[src/rtl/crcgen_dat32.sv]
// CRC-32 FCS generator/inserter for a 32-bit Avalon-ST stream.
// Forwards each packet one clock late and appends the 4-byte FCS after the last payload byte.
//
// state   | meaning
// IDLE    | waiting for sop; beats without sop are dropped
// PAYLOAD | forwarding payload beats, CRC accumulating
// APPEND  | input held off for one beat while the FCS tail is loaded

module crcgen_dat32 #(
  parameter int         DATA_WIDTH   = 32,
  parameter int         EMPTY_WIDTH  = 2,
  parameter bit         REVERSE_DATA = 1'b1,
  parameter logic [7:0] PAD_BYTE     = 8'h00
) (
  input  logic                   clk,
  input  logic                   reset_n,
  input  logic [DATA_WIDTH-1:0]  in_data,
  input  logic                   in_valid,
  output logic                   in_ready,
  input  logic                   in_sop,
  input  logic                   in_eop,
  input  logic [EMPTY_WIDTH-1:0] in_empty,
  output logic [DATA_WIDTH-1:0]  out_data,
  output logic                   out_valid,
  input  logic                   out_ready,
  output logic                   out_sop,
  output logic                   out_eop,
  output logic [EMPTY_WIDTH-1:0] out_empty
);

  localparam logic [1:0]  IDLE     = 2'd0;
  localparam logic [1:0]  PAYLOAD  = 2'd1;
  localparam logic [1:0]  APPEND   = 2'd2;
  localparam logic [31:0] CRC_INIT = 32'hFFFF_FFFF;

  function automatic logic [31:0] crc_byte(input logic [31:0] c, input logic [7:0] b);
    logic [31:0] r;
    r = c;
    if (REVERSE_DATA) begin
      r = r ^ {24'h0, b};
      for (int k = 0; k < 8; k++) r = r[0] ? ((r >> 1) ^ 32'hEDB8_8320) : (r >> 1);
    end else begin
      r = r ^ {b, 24'h0};
      for (int k = 0; k < 8; k++) r = r[31] ? ((r << 1) ^ 32'h04C1_1DB7) : (r << 1);
    end
    return r;
  endfunction

  logic [1:0]  state_q, state_d;
  logic [31:0] crc_q, crc_d;
  logic [31:0] tail_q, tail_d;
  logic [1:0]  tail_empty_q, tail_empty_d;
  logic [31:0] out_data_q, out_data_d;
  logic        out_valid_q, out_valid_d;
  logic        out_sop_q, out_sop_d;
  logic        out_eop_q, out_eop_d;
  logic [1:0]  out_empty_q, out_empty_d;
  logic        rdy_en_q;

  logic        out_free, accept;
  logic [2:0]  n_bytes;
  logic [3:0]  nb4, pos;
  logic [31:0] crc_base, crc_upd, fcs, eop_beat, tail_beat;
  logic [7:0]  in_b [4];
  logic [7:0]  fcs_b [4];
  logic [7:0]  seq_b [8];

  assign out_free = !out_valid_q | out_ready;
  assign in_ready = rdy_en_q & out_free & (state_q != APPEND);
  assign accept   = in_valid & in_ready;

  // The eop beat and the tail are the two halves of one 8-byte window:
  // valid payload bytes, then FCS bytes 0..3, then padding.
  always_comb begin
    n_bytes  = in_eop ? (3'd4 - {1'b0, in_empty}) : 3'd4;
    nb4      = {1'b0, n_bytes};
    pos      = 4'd0;
    crc_base = (state_q == IDLE || in_sop) ? CRC_INIT : crc_q;
    crc_upd  = crc_base;
    for (int i = 0; i < 4; i++) in_b[i] = in_data[31-8*i -: 8];
    for (int i = 0; i < 4; i++) if (3'(i) < n_bytes) crc_upd = crc_byte(crc_upd, in_b[i]);
    fcs = ~crc_upd;
    for (int k = 0; k < 4; k++) fcs_b[k] = REVERSE_DATA ? fcs[8*k +: 8] : fcs[31-8*k -: 8];
    for (int i = 0; i < 8; i++) begin
      pos = 4'(i);
      if (pos < nb4)              seq_b[i] = in_b[2'(i)];
      else if (pos < nb4 + 4'd4)  seq_b[i] = fcs_b[2'(pos - nb4)];
      else                        seq_b[i] = PAD_BYTE;
    end
    eop_beat  = {seq_b[0], seq_b[1], seq_b[2], seq_b[3]};
    tail_beat = {seq_b[4], seq_b[5], seq_b[6], seq_b[7]};
  end

  always_comb begin
    state_d      = state_q;
    crc_d        = crc_q;
    tail_d       = tail_q;
    tail_empty_d = tail_empty_q;
    out_data_d   = out_data_q;
    out_valid_d  = out_valid_q;
    out_sop_d    = out_sop_q;
    out_eop_d    = out_eop_q;
    out_empty_d  = out_empty_q;
    if (out_free) out_valid_d = 1'b0;
    case (state_q)
      IDLE, PAYLOAD: begin
        if (accept && (state_q == PAYLOAD || in_sop)) begin
          out_valid_d = 1'b1;
          out_sop_d   = in_sop;
          out_eop_d   = 1'b0;
          out_empty_d = 2'd0;
          out_data_d  = in_eop ? eop_beat : in_data;
          if (in_eop) begin
            tail_d       = tail_beat;
            tail_empty_d = in_empty;
            crc_d        = CRC_INIT;
            state_d      = APPEND;
          end else begin
            crc_d   = crc_upd;
            state_d = PAYLOAD;
          end
        end
      end
      APPEND: begin
        if (out_free) begin
          out_valid_d = 1'b1;
          out_sop_d   = 1'b0;
          out_eop_d   = 1'b1;
          out_empty_d = tail_empty_q;
          out_data_d  = tail_q;
          state_d     = IDLE;
        end
      end
      default: state_d = IDLE;
    endcase
  end

  always_ff @(posedge clk or negedge reset_n) begin
    if (!reset_n) begin
      state_q      <= IDLE;
      crc_q        <= CRC_INIT;
      tail_q       <= 32'h0;
      tail_empty_q <= 2'd0;
      out_data_q   <= 32'h0;
      out_valid_q  <= 1'b0;
      out_sop_q    <= 1'b0;
      out_eop_q    <= 1'b0;
      out_empty_q  <= 2'd0;
      rdy_en_q     <= 1'b0;
    end else begin
      state_q      <= state_d;
      crc_q        <= crc_d;
      tail_q       <= tail_d;
      tail_empty_q <= tail_empty_d;
      out_data_q   <= out_data_d;
      out_valid_q  <= out_valid_d;
      out_sop_q    <= out_sop_d;
      out_eop_q    <= out_eop_d;
      out_empty_q  <= out_empty_d;
      rdy_en_q     <= 1'b1;
    end
  end

  assign out_data  = out_data_q;
  assign out_valid = out_valid_q;
  assign out_sop   = out_sop_q;
  assign out_eop   = out_eop_q;
  assign out_empty = out_empty_q;

endmodule

[config.mk]
export PLATFORM = sky130hd
export DESIGN_NAME = crcgen_dat32
export DESIGN_NICKNAME = d
export VERILOG_FILES = /design/src/rtl/crcgen_dat32.sv
export SDC_FILE = /design/constraint.sdc
export NUM_CORES = 1
export LEC_CHECK = 0
export CORE_UTILIZATION = 54
export CTS_CLUSTER_DIAMETER = 80
export DETAILED_ROUTE_END_ITERATION = 10
export PLACE_DENSITY = 0.74
export SLEW_MARGIN = 0
export SYNTH_ARGS = -nofsm -noshare
export SYNTH_HDL_FRONTEND = slang
export SYNTH_SLANG_ARGS = --single-unit
export TNS_END_PERCENT = 10
[constraint.sdc]
create_clock -name clk -period 15.9 [get_ports clk]
set_clock_uncertainty 0.15 [all_clocks]
set_input_delay 3.18 -clock clk [delete_from_list [all_inputs] [get_ports clk]]
set_output_delay 3.18 -clock clk [all_outputs]
set_load 0.02 [all_outputs]
# Word-level counts from Yosys, hierarchy flattened
# Cells that the tools add are included.
# Widths: inputs -> output; s select.
# totals
register_bits	106
out_inout_bits	38
input_bits	40
word_cells	211
# op_classes
n_reduce_logical	11
bitwise	49
mux	99
n_eq_ne	5
addsub	10
magnitude_cmp	27
# ops
op	n
$mux 32	41
$not 13->14	32
$mux 8	31
$bmux 8 s2	8
$xor 32x8->32	4
$pmux 32 s2	1
$not 32->32	1
$ge 3x3->1 const B	8
$not 2->3	8
$lt 3x4->1 const A	4
$lt 1x3->1 const A	4
$lt 2x3->1 const A	4
$mux 2	5
$lt 3x3->1 const A	3
$lt 1x4->1 const A	2
$lt 2x4->1 const A	2
$pmux 2 s2	2
$sub 1x2->2 const A	4
$sub 2x2->2 const A	4
$mux 1	7
$ne 2x2->1 const B	3
$pmux 1 s2	3
$reduce_and 3->1	2
$add 3x3->4 const B	1
other kinds (13)	17

# Depth between registers and ports, before layout
# logic_depth
depth_word	84
mapped_depth	26
ltp_nobuf	21

# Least setup slack after synthesis
# OpenSTA, ideal clock, no wires.
# synth_path
kind	in2reg
start	input port in_empty[0]
end	register out_data_q[26], in the netlist out_data[26]
required_ps	15607
path_buffers	7
t_arrival_ps	9144
path_slack_ps	6463
stages	24
cell_sequence	clkbuf_1 -> inv_1 -> ha_1 -> clkbuf_1 -> or4b_1 -> clkbuf_1 -> buf_2 -> clkbuf_1 -> o21ai_1 -> clkbuf_1 -> nor2b_1 -> o41ai_1 -> nand4_2 -> xor2_1 -> buf_2 -> nor2_1 -> o21a_1 -> a2111oi_4 -> xor3_2 -> xor3_1 -> a21oi_1 -> mux2i_1 -> mux2i_1 -> o221ai_1
# synth_via
elab_chain_cells	55
# synth_lines
item	line_no	text
start, declared	22	input logic [EMPTY_WIDTH-1:0] in_empty,
$sub 3x2->3 *	75	n_bytes = in_eop ? (3'd4 - {1'b0, in_empty}) : 3'd4;
$mux 3 *	75	
$lt 1x3->1	81, 86	
$mux 32	81	for (int i = 0; i < 4; i++) if (3'(i) < n_bytes) crc_upd = crc_byte(crc_upd, in_b[i]);
$xor 32x8->32	40	r = r ^ {24'h0, b};
$not 13->14 (no line)	n/a	
$mux 32	41	for (int k = 0; k < 8; k++) r = r[0] ? ((r >> 1) ^ 32'hEDB8_8320) : (r >> 1);
$not 13->14 (no line)	n/a	
(+38 left out)	n/a	
$not 32->32	82	fcs = ~crc_upd;
$bmux 8 s2	87	else if (pos < nb4 + 4'd4) seq_b[i] = fcs_b[2'(pos - nb4)];
$mux 8 (not written as such) (2 in series)	87	
$mux 8	87	
$mux 8 *	86	if (pos < nb4) seq_b[i] = in_b[2'(i)];
$mux 32 *	112	out_data_d = in_eop ? eop_beat : in_data;
$mux 32 *	107	if (accept && (state_q == PAYLOAD || in_sop)) begin
$pmux 32 s2 *	105	case (state_q)
end signal, assigned	155	out_data_q <= out_data_d;
end, declared	53	logic [31:0] out_data_q, out_data_d;
# Every way passes the cells marked *; elsewhere a longest branch is shown, timed or not. The select of a mux whose other input is x is not followed.
# A chain may end at the register's enable or synchronous reset.

# Worst setup path in the final report
# layout_path
start	input port in_empty[0]
end	register out_data_q[8], in the netlist out_data[8]
# layout_via
elab_chain_cells	55
# layout_lines
item	line_no
$sub 3x2->3 *	75
$mux 3 *	75
$lt 1x3->1	81
$mux 32	81
$xor 32x8->32	40
$mux 32	41
$not 13->14 (no line)	n/a
$mux 32	41
(+38 left out)	n/a
$not 32->32	82
$bmux 8 s2	87
$mux 8 (not written as such) (2 in series)	87
$mux 8 *	87
$mux 8 *	86
$mux 32 *	112
$mux 32 *	107
$pmux 32 s2 *	105
# Marks and branches as above.

==> impl_metrics.yaml <==
clocking:
  cts-root-buf: "clkbuf_16"
  clkTransAtPathRegs_ns: 0.07
  postCtsResizedCells: 0
  cts_buffers: 9
  cts_hold_buffers: 0
  cts_tree: "built"
  cts_setup_buffers: 0
  clock_latency_ns: 0.35
  clkSinkCount: 106
  cts.path.max_buffers: 2
  h-tree-depth: 3
logic_synthesis:
  ys_seq_elements: 106
  synth.net_count: 1412
  synth_largest_area_cell: "dfrtp_1"
  yosysSeqAreaShare: 0.226
  yosys.area.top_type_share: 0.155
  synth-edff-count: 0
  synthTopCellsByArea: "dfrtp_1 (16%), xnor2_1 (10%), xnor3_1 (7.8%)"
  ys.flop_type: "dfrtp_1"
  synthesis.area_sq_um: 11900
  postSynthAreaPerCell_sq_um: 8.70
  synth-async-reset-ratio: 1.00
  synthCells: 1369
  yosys.cell_types.count: 103
  synth_warnings: 0
cells_and_area:
  drive_above_1_share: 0.121
  finalNonFillerCells: 1657
  finish.utilization: 0.614
  nNetsFinal: 1418
  area_delta_synth_final_pct: 10.1
  fin_area_sq_um: 13100
worst_setup_path:
  regToRegEndpoint: "out_data[8]$_DFFE_PN0P_"
  crit_type: "primary input to register"
  start_kind: "primary input"
  r2r_cells: 19
  cp-end-kind: "register"
  worstPathArrival_ns: 11.29
  cp_cell_sequence: "clkdlybuf4s50_1 > inv_1 > ha_1 > or4b_1 > buf_4 > o21ai_0 > a2111oi_0 > a31o_1 > nor2_2 > xnor2_4 > xnor3_1 > a21o_4 > xnor3_2 > mux2_4 > nor4_4 > xnor2_1 > xnor3_1 > xnor2_1 > mux4_2 > o21ai_2 > a221o_1"
  crit_slowest_cell: "ha_1"
  required_ns: 15.99
  slowest_delay_ns: 0.75
  critPathMaxFanout: 53
  reg2reg_slack_ns: 8.10
  r2r_start: "state_q[1]$_DFFE_PN0P_"
routing:
  wl_per_cell_microns: 26.0
  vias_per_cell: 6.81
  drtAntennaViolNets: 0
  routed_wl_microns: 43200
  drtPass1Iterations: 5
  drc: 0
  drtIter0Drc: 1615
  num_vias: 11300
floorplan:
  start_util: 0.558
  die_x_microns: 151
  dieHeight_microns: 151
  fp-row-count: 53
  io_pins: 78
  die-area_sq_um: 22700
  coreArea_sq_um: 21400
place:
  placedCellCount: 1639
  place_area_sq_um: 12800
  port_buffers: 77
  globalplace.congestion: 1.01
  dpl.hpwl_microns: 33000
grt:
  grt_pass1_vias: 10300
  grt_max_degree: 94
  antenna_found_initial: 1
  grt_pass1_wl_microns: 64400
  grt_use_total: 0.387
  gr-total-overflow: 0
sta:
  slew_headroom: 0.372
  final_max_slew_viol_count: 0
  period_minus_slack_ns: 11.20
  setup-tns-final_ns: 0
  min_period_over_period: 0.705
  report.final.setup_viol: 0
  hold_viol: 0
  rsz0062_at_grt: "no"
  maxClockFrequency_ghz: 0.0893
  tightestPinTransition_ns: 0.940
run_status:
  outcome: "completed"
hold_path:
  hold_class: "register to register"
  holdPathStages: 2
  worstHoldStart: "tail_q[10]$_DFFE_PN0P_"
  min_to: "tail_q[10]$_DFFE_PN0P_"
job:
  cap_violations: 0
==> layout by cell type, fill, tap and decap left out, types with 6 or more instances in the layout <==
cell type | netlist | routed
nor2_1 | 153 | 151
xnor2_1 | 137 | 137
nand2_1 | 102 | 101
a21oi_1 | 98 | 97
o21ai_0 | 90 | 89
clkdlybuf4s50_1 | 0 | 76
dfrtp_1 | 74 | 74
xor2_1 | 46 | 46
xnor3_1 | 41 | 41
nor3_1 | 41 | 40
mux2i_1 | 37 | 37
dfstp_2 | 32 | 32
buf_4 | 1 | 24
o21a_1 | 22 | 22
o22a_1 | 22 | 22
o211ai_1 | 21 | 21
or3_1 | 18 | 18
a211oi_1 | 18 | 18
nand3_1 | 17 | 17
a22o_1 | 16 | 16
o21ai_1 | 13 | 13
o22ai_1 | 13 | 13
mux2_2 | 13 | 13
and2_1 | 12 | 12
and3_1 | 11 | 11
xnor2_2 | 10 | 10
a22oi_1 | 10 | 10
inv_1 | 9 | 9
o31ai_1 | 9 | 9
clkbuf_16 | 0 | 9
nand2b_1 | 8 | 8
o211a_1 | 8 | 8
a31oi_1 | 8 | 8
a211o_1 | 7 | 7
nor2_2 | 5 | 7
o221ai_1 | 7 | 7
xor3_1 | 7 | 7
nor2_4 | 6 | 6
a211oi_2 | 6 | 6
==> routing by layer <==
metal | routed length (microns) | global-route usage
met1 | 17700 | 0.563
met2 | 18900 | 0.574
met3 | 4970 | 0.0664
met4 | 1560 | 0.135
met5 | 0 | 0
==> final cells by class <==
cell class / instances / area, sq um
Antenna cell: 2 / 5.00
Clock buffer: 10 / 229
Clock inverter: 6 / 72.6
Fill cell: 1883 / 8240
Inverter: 10 / 37.5
Multi-Input combinational cell: 1148 / 8790
Sequential cell: 106 / 2690
Tap cell: 275 / 344
Timing Repair Buffer: 100 / 941
==> logic make-up after synthesis <==
| family | share of synthesized area |
|---|---|
| multiplexers | 0.0560 |
| XOR/XNOR | 0.265 |
| buffers and inverters | 0.0398 |
| other | 0.000315 |
| AND/OR/NAND/NOR | 0.161 |
| AO/OA/AOI/OAI | 0.250 |
| flip-flops | 0.226 |
| adder cells (fa/ha/maj) | 0.00315 |
==> sequential cells by signal, indices dropped and copies added (netlist names) <==
signal,flops
tail_empty_q,2
out_sop,1
out_data,32
out_eop,1
out_valid,1
state_q,2
out_empty,2
tail_q,32
rdy_en_q,1
crc_q,32
==> synthesized netlist by cell type, types with 6 or more instances <==
master,instances
nor2_1,153
and3_1,11
o21ai_0,90
or3_1,18
dfrtp_1,74
inv_1,9
a22oi_1,10
buf_1,12
xor2_1,46
dfstp_2,32
o221ai_1,7
a211o_1,7
buf_2,7
nor3_1,41
nand3_1,17
xnor2_2,10
mux2_2,13
and2_1,12
o211ai_1,21
a21oi_1,98
nand2b_1,8
nor2_4,6
xnor3_1,41
a211oi_1,18
xor3_1,7
a22o_1,16
a31oi_1,8
a211oi_2,6
o21ai_1,13
o211a_1,8
xnor2_1,137
clkbuf_1,81
nand2_1,102
o21a_1,22
o22a_1,22
o31ai_1,9
mux2i_1,37
o22ai_1,13
==> how the worst max path moves through the flow <==
| stage | startpoint | to | slack, ns | cells after the start |
|---|---|---|---|---|
| finish | in_empty[0] | out_data[8]$_DFFE_PN0P_ | 4.70 | 21 |
| CTS | in_empty[0] | out_data[8]$_DFFE_PN0P_ | 4.86 | 21 |
| floorplan | in_empty[0] | out_data[26]$_DFFE_PN0P_ | 6.46 | 24 |
| global route | in_empty[0] | out_data[8]$_DFFE_PN0P_ | 4.44 | 21 |
| global placement | in_empty[0] | out_data[8]$_DFFE_PN0P_ | 4.72 | 21 |
| detailed placement | in_empty[0] | out_data[8]$_DFFE_PN0P_ | 4.54 | 21 |
==> critical path: cells and delay by family <==
family	cells	cell delay [ns]
xor gates and xnor gates	6	2.55
AOI/OAI and AO/OA	6	1.81
buffers and inverters	3	1.40
and+or+nand+nor	3	0.81
adders and majority gates	1	0.75
muxes	2	0.72
==> through the flow <==
stage	hold slack (ns)	setup WS, ns
floorplan	0.299	6.46
finish	0.337	4.70
global route	0.355	4.44
detailed placement	0.321	4.54
CTS	0.338	4.86
global placement	0.314	4.72
Power is left out: the tool's default activity adds up to more than one toggle a clock period on the data nets, which glitch-free logic cannot reach.
